==> config.mk <==
export PLATFORM = sky130hd
export DESIGN_NAME = adc_spi_rx
export DESIGN_NICKNAME = d
export VERILOG_FILES = /design/src/rtl/adc_spi_rx_pkg.sv /design/src/rtl/adc_rate_tick.sv /design/src/rtl/adc_spi_rx.sv
export SDC_FILE = /design/constraint.sdc
export NUM_CORES = 1
export LEC_CHECK = 0
export ABC_AREA = 1
export CAP_MARGIN = 20
export CORE_ASPECT_RATIO = 0.7
export CORE_MARGIN = 5
export CORE_UTILIZATION = 49
export DETAILED_ROUTE_END_ITERATION = 10
export PLACE_DENSITY = 0.75
export REMOVE_ABC_BUFFERS = 1
export SLEW_MARGIN = 20
export SYNTH_ARGS = -nofsm -noshare
export SYNTH_HDL_FRONTEND = slang
export SYNTH_HIERARCHICAL = 1
export SYNTH_SLANG_ARGS = --single-unit
==> constraint.sdc <==
create_clock -name clk -period 1.1 [get_ports clk]
set_input_delay 0.22 -clock clk [delete_from_list [all_inputs] [get_ports clk]]
set_output_delay 0.22 -clock clk [all_outputs]
set_load 0.1 [all_outputs]
==> src/rtl/adc_spi_rx_pkg.sv <==
// Shared definitions for the ADC acquisition front end: FSM encoding, frame layout and
// the default fixed-point format that the downstream filter and truncator also use.
package adc_spi_rx_pkg;

  typedef enum logic [1:0] {
    StIdle,
    StConv,
    StDone
  } adc_state_e;

  localparam int unsigned ADC_FRAME_BITS = 16;
  localparam int unsigned ADC_DATA_BITS  = 12;
  localparam int unsigned ADC_LEAD_ZEROS = 4;

  localparam int unsigned DEFAULT_CANT_BITS = 25;
  localparam int unsigned DEFAULT_FRAC_BITS = 12;

  // Offset-binary to two's complement: flipping the MSB re-centres mid-scale on zero.
  function automatic logic signed [ADC_DATA_BITS-1:0] offset_to_signed(
    input logic [ADC_DATA_BITS-1:0] code
  );
    return {~code[ADC_DATA_BITS-1], code[ADC_DATA_BITS-2:0]};
  endfunction

endpackage

==> src/rtl/adc_rate_tick.sv <==
// Free-running sample-rate timebase: counts 0..FS_DIV-1 and flags the terminal count.
module adc_rate_tick #(
  parameter int unsigned FS_DIV = 2268
) (
  input  logic clk,
  input  logic rst,
  output logic tick
);

  localparam int unsigned CntW = (FS_DIV > 1) ? $clog2(FS_DIV) : 1;
  localparam logic [CntW-1:0] CntLast = CntW'(FS_DIV - 1);

  logic [CntW-1:0] count_q, count_d;

  assign tick = (count_q == CntLast);

  always_comb begin
    count_d = count_q + 1'b1;
    if (tick) begin
      count_d = '0;
    end
  end

  always_ff @(posedge clk or posedge rst) begin
    if (rst) begin
      count_q <= '0;
    end else begin
      count_q <= count_d;
    end
  end

endmodule

==> src/rtl/adc_spi_rx.sv <==
// Serial ADC reader: frames one 16-SCLK conversion per rate tick and emits the sample as a
// signed fixed-point word with a single-cycle valid strobe.
module adc_spi_rx
  import adc_spi_rx_pkg::*;
#(
  parameter int unsigned CANT_BITS = DEFAULT_CANT_BITS,
  parameter int unsigned FRAC_BITS = DEFAULT_FRAC_BITS,
  parameter int unsigned SCLK_DIV  = 4,
  parameter int unsigned FS_DIV    = 2268
) (
  input  logic                 clk,
  input  logic                 rst,
  input  logic                 sdata,
  output logic                 cs,
  output logic                 sclk,
  output logic                 desp_enable,
  output logic [CANT_BITS-1:0] dato_final
);

  localparam int unsigned DivW = (SCLK_DIV > 1) ? $clog2(SCLK_DIV) : 1;
  localparam logic [DivW-1:0] DivLast = DivW'(SCLK_DIV - 1);
  localparam logic [4:0] EdgeLast = 5'(ADC_FRAME_BITS - 1);
  localparam int unsigned FracShift = FRAC_BITS - 11;

  adc_state_e state_q, state_d;
  logic [DivW-1:0] div_q, div_d;
  logic [4:0] edge_q, edge_d;
  logic [ADC_FRAME_BITS-1:0] shift_q, shift_d;
  logic sclk_q, sclk_d;
  logic desp_q, desp_d;
  logic [CANT_BITS-1:0] dato_q, dato_d;
  logic tick;
  logic signed [CANT_BITS-1:0] sample_ext;

  adc_rate_tick #(
    .FS_DIV(FS_DIV)
  ) u_rate_tick (
    .clk (clk),
    .rst (rst),
    .tick(tick)
  );

  // The leading-zero nibble is clocked in but never used.
  logic unused_lead;
  assign unused_lead = ^shift_q[ADC_FRAME_BITS-1:ADC_DATA_BITS];

  assign sample_ext = CANT_BITS'(offset_to_signed(shift_q[ADC_DATA_BITS-1:0]));

  // cs is decoded from state so an asynchronous reset raises it immediately.
  assign cs          = (state_q != StConv);
  assign sclk        = sclk_q;
  assign desp_enable = desp_q;
  assign dato_final  = dato_q;

  always_comb begin
    state_d = state_q;
    div_d   = div_q;
    edge_d  = edge_q;
    shift_d = shift_q;
    sclk_d  = sclk_q;
    desp_d  = 1'b0;
    dato_d  = dato_q;

    unique case (state_q)
      StIdle: begin
        sclk_d = 1'b1;
        div_d  = '0;
        edge_d = '0;
        if (tick) begin
          state_d = StConv;
        end
      end
      StConv: begin
        if (div_q == DivLast) begin
          div_d  = '0;
          sclk_d = ~sclk_q;
          // Sample on the cycle that drives sclk high; the ADC updated sdata on the fall.
          if (!sclk_q) begin
            shift_d = {shift_q[ADC_FRAME_BITS-2:0], sdata};
            edge_d  = edge_q + 5'd1;
            if (edge_q == EdgeLast) begin
              state_d = StDone;
            end
          end
        end else begin
          div_d = div_q + 1'b1;
        end
      end
      StDone: begin
        sclk_d  = 1'b1;
        desp_d  = 1'b1;
        dato_d  = sample_ext <<< FracShift;
        state_d = StIdle;
      end
      default: begin
        state_d = StIdle;
      end
    endcase
  end

  always_ff @(posedge clk or posedge rst) begin
    if (rst) begin
      state_q <= StIdle;
      div_q   <= '0;
      edge_q  <= '0;
      shift_q <= '0;
      sclk_q  <= 1'b1;
      desp_q  <= 1'b0;
      dato_q  <= '0;
    end else begin
      state_q <= state_d;
      div_q   <= div_d;
      edge_q  <= edge_d;
      shift_q <= shift_d;
      sclk_q  <= sclk_d;
      desp_q  <= desp_d;
      dato_q  <= dato_d;
    end
  end

endmodule

==> results_dict.tcl, run 1 <==
set metrics [dict create \
    outcome "finished, violations left" \
    failed_checks "negative setup slack" \
    dieWidth_um 92.00 \
    cp.required_ns 1.33 \
    num_vias 2165 \
    clkPwrFrac_pct 36.5 \
    p_sw_uw 651.5 \
    ff_latch_area_sq_um 1184 \
    drt_iter0_markers 146 \
    swShare_pct 22.89 \
    dr_wl_met2_mm 3.911 \
    ctsHoldBuffers 0 \
    synth_top_area_share_pct 49.92 \
    powerDensity_nw_per_um2 720.4 \
    dp_hpwl_mm 3.369 \
    placed_cell_area_sq_um 3060 \
    met3WireLength_um 401 \
    num_rows 20 \
    end_kind "register" \
    yosys_warnings 6 \
    r2r_end "shift_q[8]$_DFFE_PP0P_" \
    drc 0 \
    r2r_slack_ns -0.29 \
    postRouteAntennaNets 0 \
    syn_inst 254 \
    n_fill_cell 171 \
    ir_drop_mv 0.8380 \
    critical_path.max_stage_delay_ns 0.45 \
    grt_pass1_wl_mm 10.72 \
    rsz0062_at_grt "true" \
    hold_viol 0 \
    cts_root_buffer "clkbuf_8" \
    highest_layer "met4" \
    start_util_pct 51.77 \
    drt_pass1_iterations 4 \
    setup.worst_path.start_class "register" \
    path_class "reg -> reg" \
    maxSlewViolCount 0 \
    port_buffers 29 \
    gp_congestion 0.8412 \
    clock_path_buffers 2 \
    drt_wl_total_mm 7.822 \
    arrival_ns 1.62 \
    setup_viol 73 \
    grt.total_usage_pct 22.54 \
    cp_max_fo 6 \
    hold_class "in -> async" \
    synth_area_leaders "dfrtp_1 (50%), nand2_1 (9.9%), inv_1 (5.9%)" \
    synthesis.area_sq_um 2306 \
    period_minus_slack_ns 1.392 \
    total_power_mw 2.847 \
    fin_nets 346 \
    tns_ns -11.46 \
    setup_ws_ns -0.2919 \
    layout_commonest_cell "dfrtp_1" \
    clock-sinks 47 \
    n_antenna_cell 0 \
    syn_area_per_cell_sq_um 9.079 \
    clock_latency_ns 0.32 \
    max_freq_mhz 718.5 \
    final_cell_mix "dfrtp_1 (41), buf_4 (35), buf_12 (33)" \
    synth.distinct_cells 31 \
    final_layout_size_suffix_gt1_share_pct 62.65 \
    yosysSeqAreaShare_pct 51.06 \
    drt-wirelength-per-cell_um 19.80 \
    clk_pin_slew_ns 0.09 \
    grt_overflow 0 \
    cts_tree "built" \
    r2r_start "div_q[0]$_DFFE_PP0P_" \
    die_area_sq_um 6200 \
    internal_power_mw 2.195 \
    cp_cell_sequence "ha_4 -> nand2_4 -> inv_4 -> nand2_8 -> buf_6 -> buf_16 -> o21ai_4" \
    die_h_um 67.40 \
    area_growth_pct 71.35 \
    cts_max_level 2 \
    antenna_found_initial 0 \
    coreArea_sq_um 4454 \
    multi_input_area_sq_um 1197 \
    seq_power_share_pct 60.7 \
    synth_top_area_cell "dfrtp_1" \
    ff2ff_path_depth 7 \
    power_frac_comb_pct 2.7 \
    min_period_over_period_pct 126.5 \
    first_global_vias 2163 \
    maxCapViolations 0 \
    final_area_sq_um 3951 \
    grt_max_degree 25 \
    io_pins 31 \
    cpMaxStageDelayCell "dfrtp_1" \
    m1WireLength_mm 3.188 \
    finClkSkew_ns 0.01051 \
    ys_ff_latch 47 \
    power.leakage_nw 1.873 \
    cts_buffers 5 \
    vias_per_cell 5.481 \
]
==> Yosys cell counts <==
cell type / count
o31ai_1: 1
o21ai_0: 2
conb_1: 1
buf_6: 4
nand3b_1: 1
a21oi_2: 2
inv_2: 4
nor2_8: 2
ha_1: 4
buf_4: 13
nand3_2: 1
nand3_1: 7
nand4_1: 2
xor2_1: 1
o22ai_2: 1
nand2_1: 61
dfstp_2: 1
nor2_4: 3
nand2_4: 3
o21ai_1: 13
nor2_2: 2
a22o_1: 1
nor3_1: 3
or2_2: 2
nor2_1: 20
xnor2_1: 1
nand2_2: 1
dfrtp_1: 46
a21oi_1: 3
inv_1: 36
o21ai_2: 12
==> how the worst max path moves through the flow <==
stage,start,endpoint,cells past startpoint
4_1_cts,sclk$_DFFE_PP1P_,sclk,2
5_1_grt,u_rate_tick/count_q[8]$_DFF_PP0_,state_q[0]$_DFFE_PP0P_,9
6_report,div_q[0]$_DFFE_PP0P_,shift_q[8]$_DFFE_PP0P_,7
2_1_floorplan,dato_final[12]$_DFFE_PP0P_,dato_final[12]$_DFFE_PP0P_,2
3_5_place_dp,div_q[0]$_DFFE_PP0P_,state_q[0]$_DFFE_PP0P_,7
3_3_place_gp,div_q[1]$_DFFE_PP0P_,state_q[0]$_DFFE_PP0P_,7
==> cell families after synthesis <==
kind of cell | share of synthesized area, %
adders and majority gates | 2.170
DFF | 51.06
AOI/OAI and AO/OA | 10.47
and+or+nand+nor | 22.68
other | 0.1626
buffers and inverters | 12.70
xor gates and xnor gates | 0.7598
==> state kept, by name, indices dropped and copies added, names as in the netlist <==
signal               flops
shift_q                 12
dato_final              12
div_q                    2
state_q                  2
edge_q                   5
desp_enable              1
sclk                     1
u_rate_tick/count_q     12
==> power by group through the flow <==
stage | registers, mW | clock network (mW) | logic, mW
6_report | 1.73 | 1.04 | 0.0782
5_1_grt | 1.73 | 1.14 | 0.0869
4_1_cts | 1.73 | 1.02 | 0.0772
3_5_place_dp | 1.76 | 0 | 0.0754
3_3_place_gp | 1.76 | 0 | 0.0756
2_1_floorplan | 1.76 | 0 | 0.0437
==> critical path: cells and delay by family (launching register included) <==
family	cells	cell delay, ns
fa+ha+maj	1	0.18
flops	1	0.45
simple gates	2	0.16
buf+inv	3	0.37
compound gates	1	0.14
==> through the flow <==
stage	util (%)	instances	hold WS, ns	setup slack (ns)
global route	88.71	395	0.2985	-0.3360
CTS	80.51	382	0.2387	-0.2364
finish	88.71	395	0.2857	-0.2919
global placement	68.71	350	0.4403	-0.09895
floorplan	-	237	0.08470	-7.425
detailed placement	68.71	350	0.4378	-0.1736
==> routing by layer <==
layer,up-vias,track usage (%)
met5,-,0
met3,26,5.791
met2,98,40.91
met4,0,6.667
li1,945,-
met1,1096,26.87
==> cell type report <==
class / instances / area share [%]
clock inverter: 1 / 0.1267
timing repair inverter: 3 / 0.5700
sequential: 47 / 29.96
multi-input combinational: 150 / 30.30
clock buffer: 7 / 1.932
tap: 55 / 1.742
timing repair buffer: 92 / 31.00
inverter: 40 / 4.370
==> repair_timing <==
item / 4_1_cts / 5_1_grt
pin swaps: 19 / 30
endpoints found under the hold margin: 0 / 0
setup buffers: 21 / 14
gates resized for setup: 72 / 70
gates cloned: 5 / 1
setup endpoints to repair: 70 / 74
No activity file was read; power rests on OpenSTA's default activity.
==> inputs of run 2 (changes only) <==
Settings changed: CAP_MARGIN 20 to 40.
==> results of run 2 <==
Same layout as run 1: the final DEF is identical, and so are final timing and power.
==> inputs of run 3 (changes only) <==
Settings changed: CORE_MARGIN 5 to 2.
==> run 3 against run 2 <==
Net effect:
- the run still ends with negative setup slack left
- die area fell by 15%
- clock skew down 0.00088 ns
- non-clock buffer count decreased by 18
- fmax increased by 0.79%
- clock power is 45% higher
- first-iteration DRC count rose by 34%
- count of clock-buffer cells in the layout down 1
- sequential share of layout area grew 2.2 points
- routed wire length down 18%
- via count shrank 6.2%
- utilization is 5.7 points lower
- critical path type is now reg -> out
==> results_dict.tcl, run 3 (synthesis gave the netlist of run 1 again) <==
set metrics [dict create \
    total_power_mw 3.323 \
    n_fill_cell 194 \
    clock-sinks 47 \
    cp.required_ns 0.88 \
    grt_overflow 0 \
    final_layout_size_suffix_gt1_share_pct 52.96 \
    dp_hpwl_mm 3.125 \
    cts_root_buffer "clkbuf_8" \
    max_freq_mhz 724.1 \
    internal_power_mw 2.662 \
    drt_wl_total_mm 6.436 \
    failed_checks "negative setup slack" \
    cts_buffers 5 \
    period_minus_slack_ns 1.381 \
    cts_tree "built" \
    drt-wirelength-per-cell_um 17.12 \
    arrival_ns 1.16 \
    cp_cell_sequence "inv_2 -> nor2_4 -> inv_4 -> buf_12" \
    ctsHoldBuffers 0 \
    setup.worst_path.start_class "register" \
    num_rows 20 \
    clock_path_buffers 2 \
    final_cell_mix "nand2_1 (47), dfrtp_1 (42), buf_12 (33)" \
    ir_drop_mv 1.131 \
    hold_viol 0 \
    tns_ns -8.852 \
    fin_cells 376 \
    finClkSkew_ns 0.009627 \
    first_global_vias 1744 \
    min_period_over_period_pct 125.5 \
    clkPwrFrac_pct 45.5 \
    vias_per_cell 5.399 \
    cp_num_buf_inv 3 \
    area_growth_pct 59.36 \
    start_util_pct 52.06 \
    maxSlewViolCount 0 \
    fin_nets 327 \
    setup_ws_ns -0.2810 \
    ff_latch_area_sq_um 1182 \
    die_area_sq_um 5280 \
    grt_max_degree 26 \
    cpMaxStageDelayCell "dfrtp_1" \
    postRouteAntennaNets 0 \
    drt_iter0_markers 195 \
    coreArea_sq_um 4429 \
    power_frac_comb_pct 2.5 \
    multi_input_area_sq_um 1065 \
    cp_max_fo 3 \
    hold_class "in -> async" \
    clk_pin_slew_ns 0.09 \
    dieWidth_um 86.00 \
    antenna_found_initial 0 \
    io_pins 31 \
    powerDensity_nw_per_um2 904.4 \
    p_sw_uw 661.7 \
    drt_pass1_iterations 4 \
    port_buffers 29 \
    rsz0062_at_grt "true" \
    swShare_pct 19.91 \
    setup_viol 71 \
    power.leakage_nw 1.821 \
    drc 0 \
    cts_max_level 2 \
    num_vias 2030 \
    grt.total_usage_pct 20.27 \
    clock_latency_ns 0.30 \
    gp_congestion 0.8711 \
    die_h_um 61.40 \
    critical_path.max_stage_delay_ns 0.42 \
    outcome "finished, violations left" \
    dp.cells 347 \
    maxCapViolations 0 \
    n_antenna_cell 0 \
    end_kind "output port" \
    layout_commonest_cell "nand2_1" \
    path_class "reg -> out" \
    seq_power_share_pct 52.0 \
    grt_pass1_wl_mm 8.169 \
    cp_top_family "flip-flops" \
]
-- run 3: cell types whose count changed in the layout (fill, tap and decap cells not counted), moves of 3 or more --
cell | before | now
clkinvlp_4 | 3 | 0
nand3_1 | 1 | 4
nand2_1 | 32 | 47
nand2_4 | 14 | 10
buf_4 | 35 | 29
nand2_2 | 18 | 8
o21ai_1 | 9 | 12
buf_6 | 19 | 8
-- run 3: tightest hold or removal path: cells and delay by family --
kind                   cells  cell delay [ns]
buffers and inverters      3             0.74
-- run 3: through the flow --
stage | util (%) | area [sq um] | worst slack [ns] | hold slack [ns]
floorplan | - | 2163 | -7.425 | 0.08470
global placement | 68.87 | 3050 | -0.1113 | 0.4407
detailed placement | 68.87 | 3050 | -0.1582 | 0.4462
CTS | 75.68 | 3352 | -0.2707 | 0.2813
global route | 82.97 | 3675 | -0.3219 | 0.3344
finish | 82.97 | 3675 | -0.2810 | 0.3377
-- run 3: power by group through the flow --
stage | clock, mW | combinational (mW) | sequential [mW]
finish | 1.51 | 0.0824 | 1.73
global route | 1.60 | 0.0911 | 1.73
CTS | 1.50 | 0.0827 | 1.73
detailed placement | 0 | 0.0826 | 1.76
global placement | 0 | 0.0808 | 1.76
floorplan | 0 | 0.0437 | 1.76
-- run 3: repair_timing --
item / 4_1_cts / 5_1_grt
endpoints found under the setup margin: 70 / 73
setup buffers: 7 / 12
gates resized for setup: 40 / 51
pin swaps: 12 / 20
gates cloned: 0 / 4
-- run 3: layout make-up --
cell class | instances | share of cell area [%]
Clock buffer | 6 | 1.975
Clock inverter | 2 | 1.634
Inverter | 40 | 4.631
Multi-Input combinational cell | 150 | 28.98
Sequential cell | 47 | 32.18
Tap cell | 55 | 1.873
Timing Repair Buffer | 74 | 28.26
Timing Repair inverter | 2 | 0.4767
-- run 3: path summary, 6_finish.rpt --
| kind | start | to | slack (ns) | depth (start not counted) |
|---|---|---|---|---|
| worst max register to register | u_rate_tick/count_q[6]$_DFF_PP0_ | state_q[0]$_DFFE_PP0P_ | -0.27 | 8 |
| min in group clk | shift_q[11]$_DFFE_PP0P_ | dato_final[12]$_DFFE_PP0P_ | 0.46 | 1 |
| worst min register to register | shift_q[11]$_DFFE_PP0P_ | dato_final[12]$_DFFE_PP0P_ | 0.46 | 1 |
| worst min-delay path | rst | u_rate_tick/count_q[2]$_DFF_PP0_ | 0.34 | 3 |
| worst max-delay path | state_q[0]$_DFFE_PP0P_ | cs | -0.28 | 4 |
| max in group asynchronous | rst | sclk$_DFFE_PP1P_ | 0.51 | 3 |
-- run 3: routing by layer --
layer  part of all wire (%)  global-route usage (%)  up-vias
li1                       -                       -      911
met4                    3.5                   5.669        0
met1                     40                   27.94      991
met5                      0                       0        -
met3                    7.5                   4.960       30
met2                     49                   32.78       98
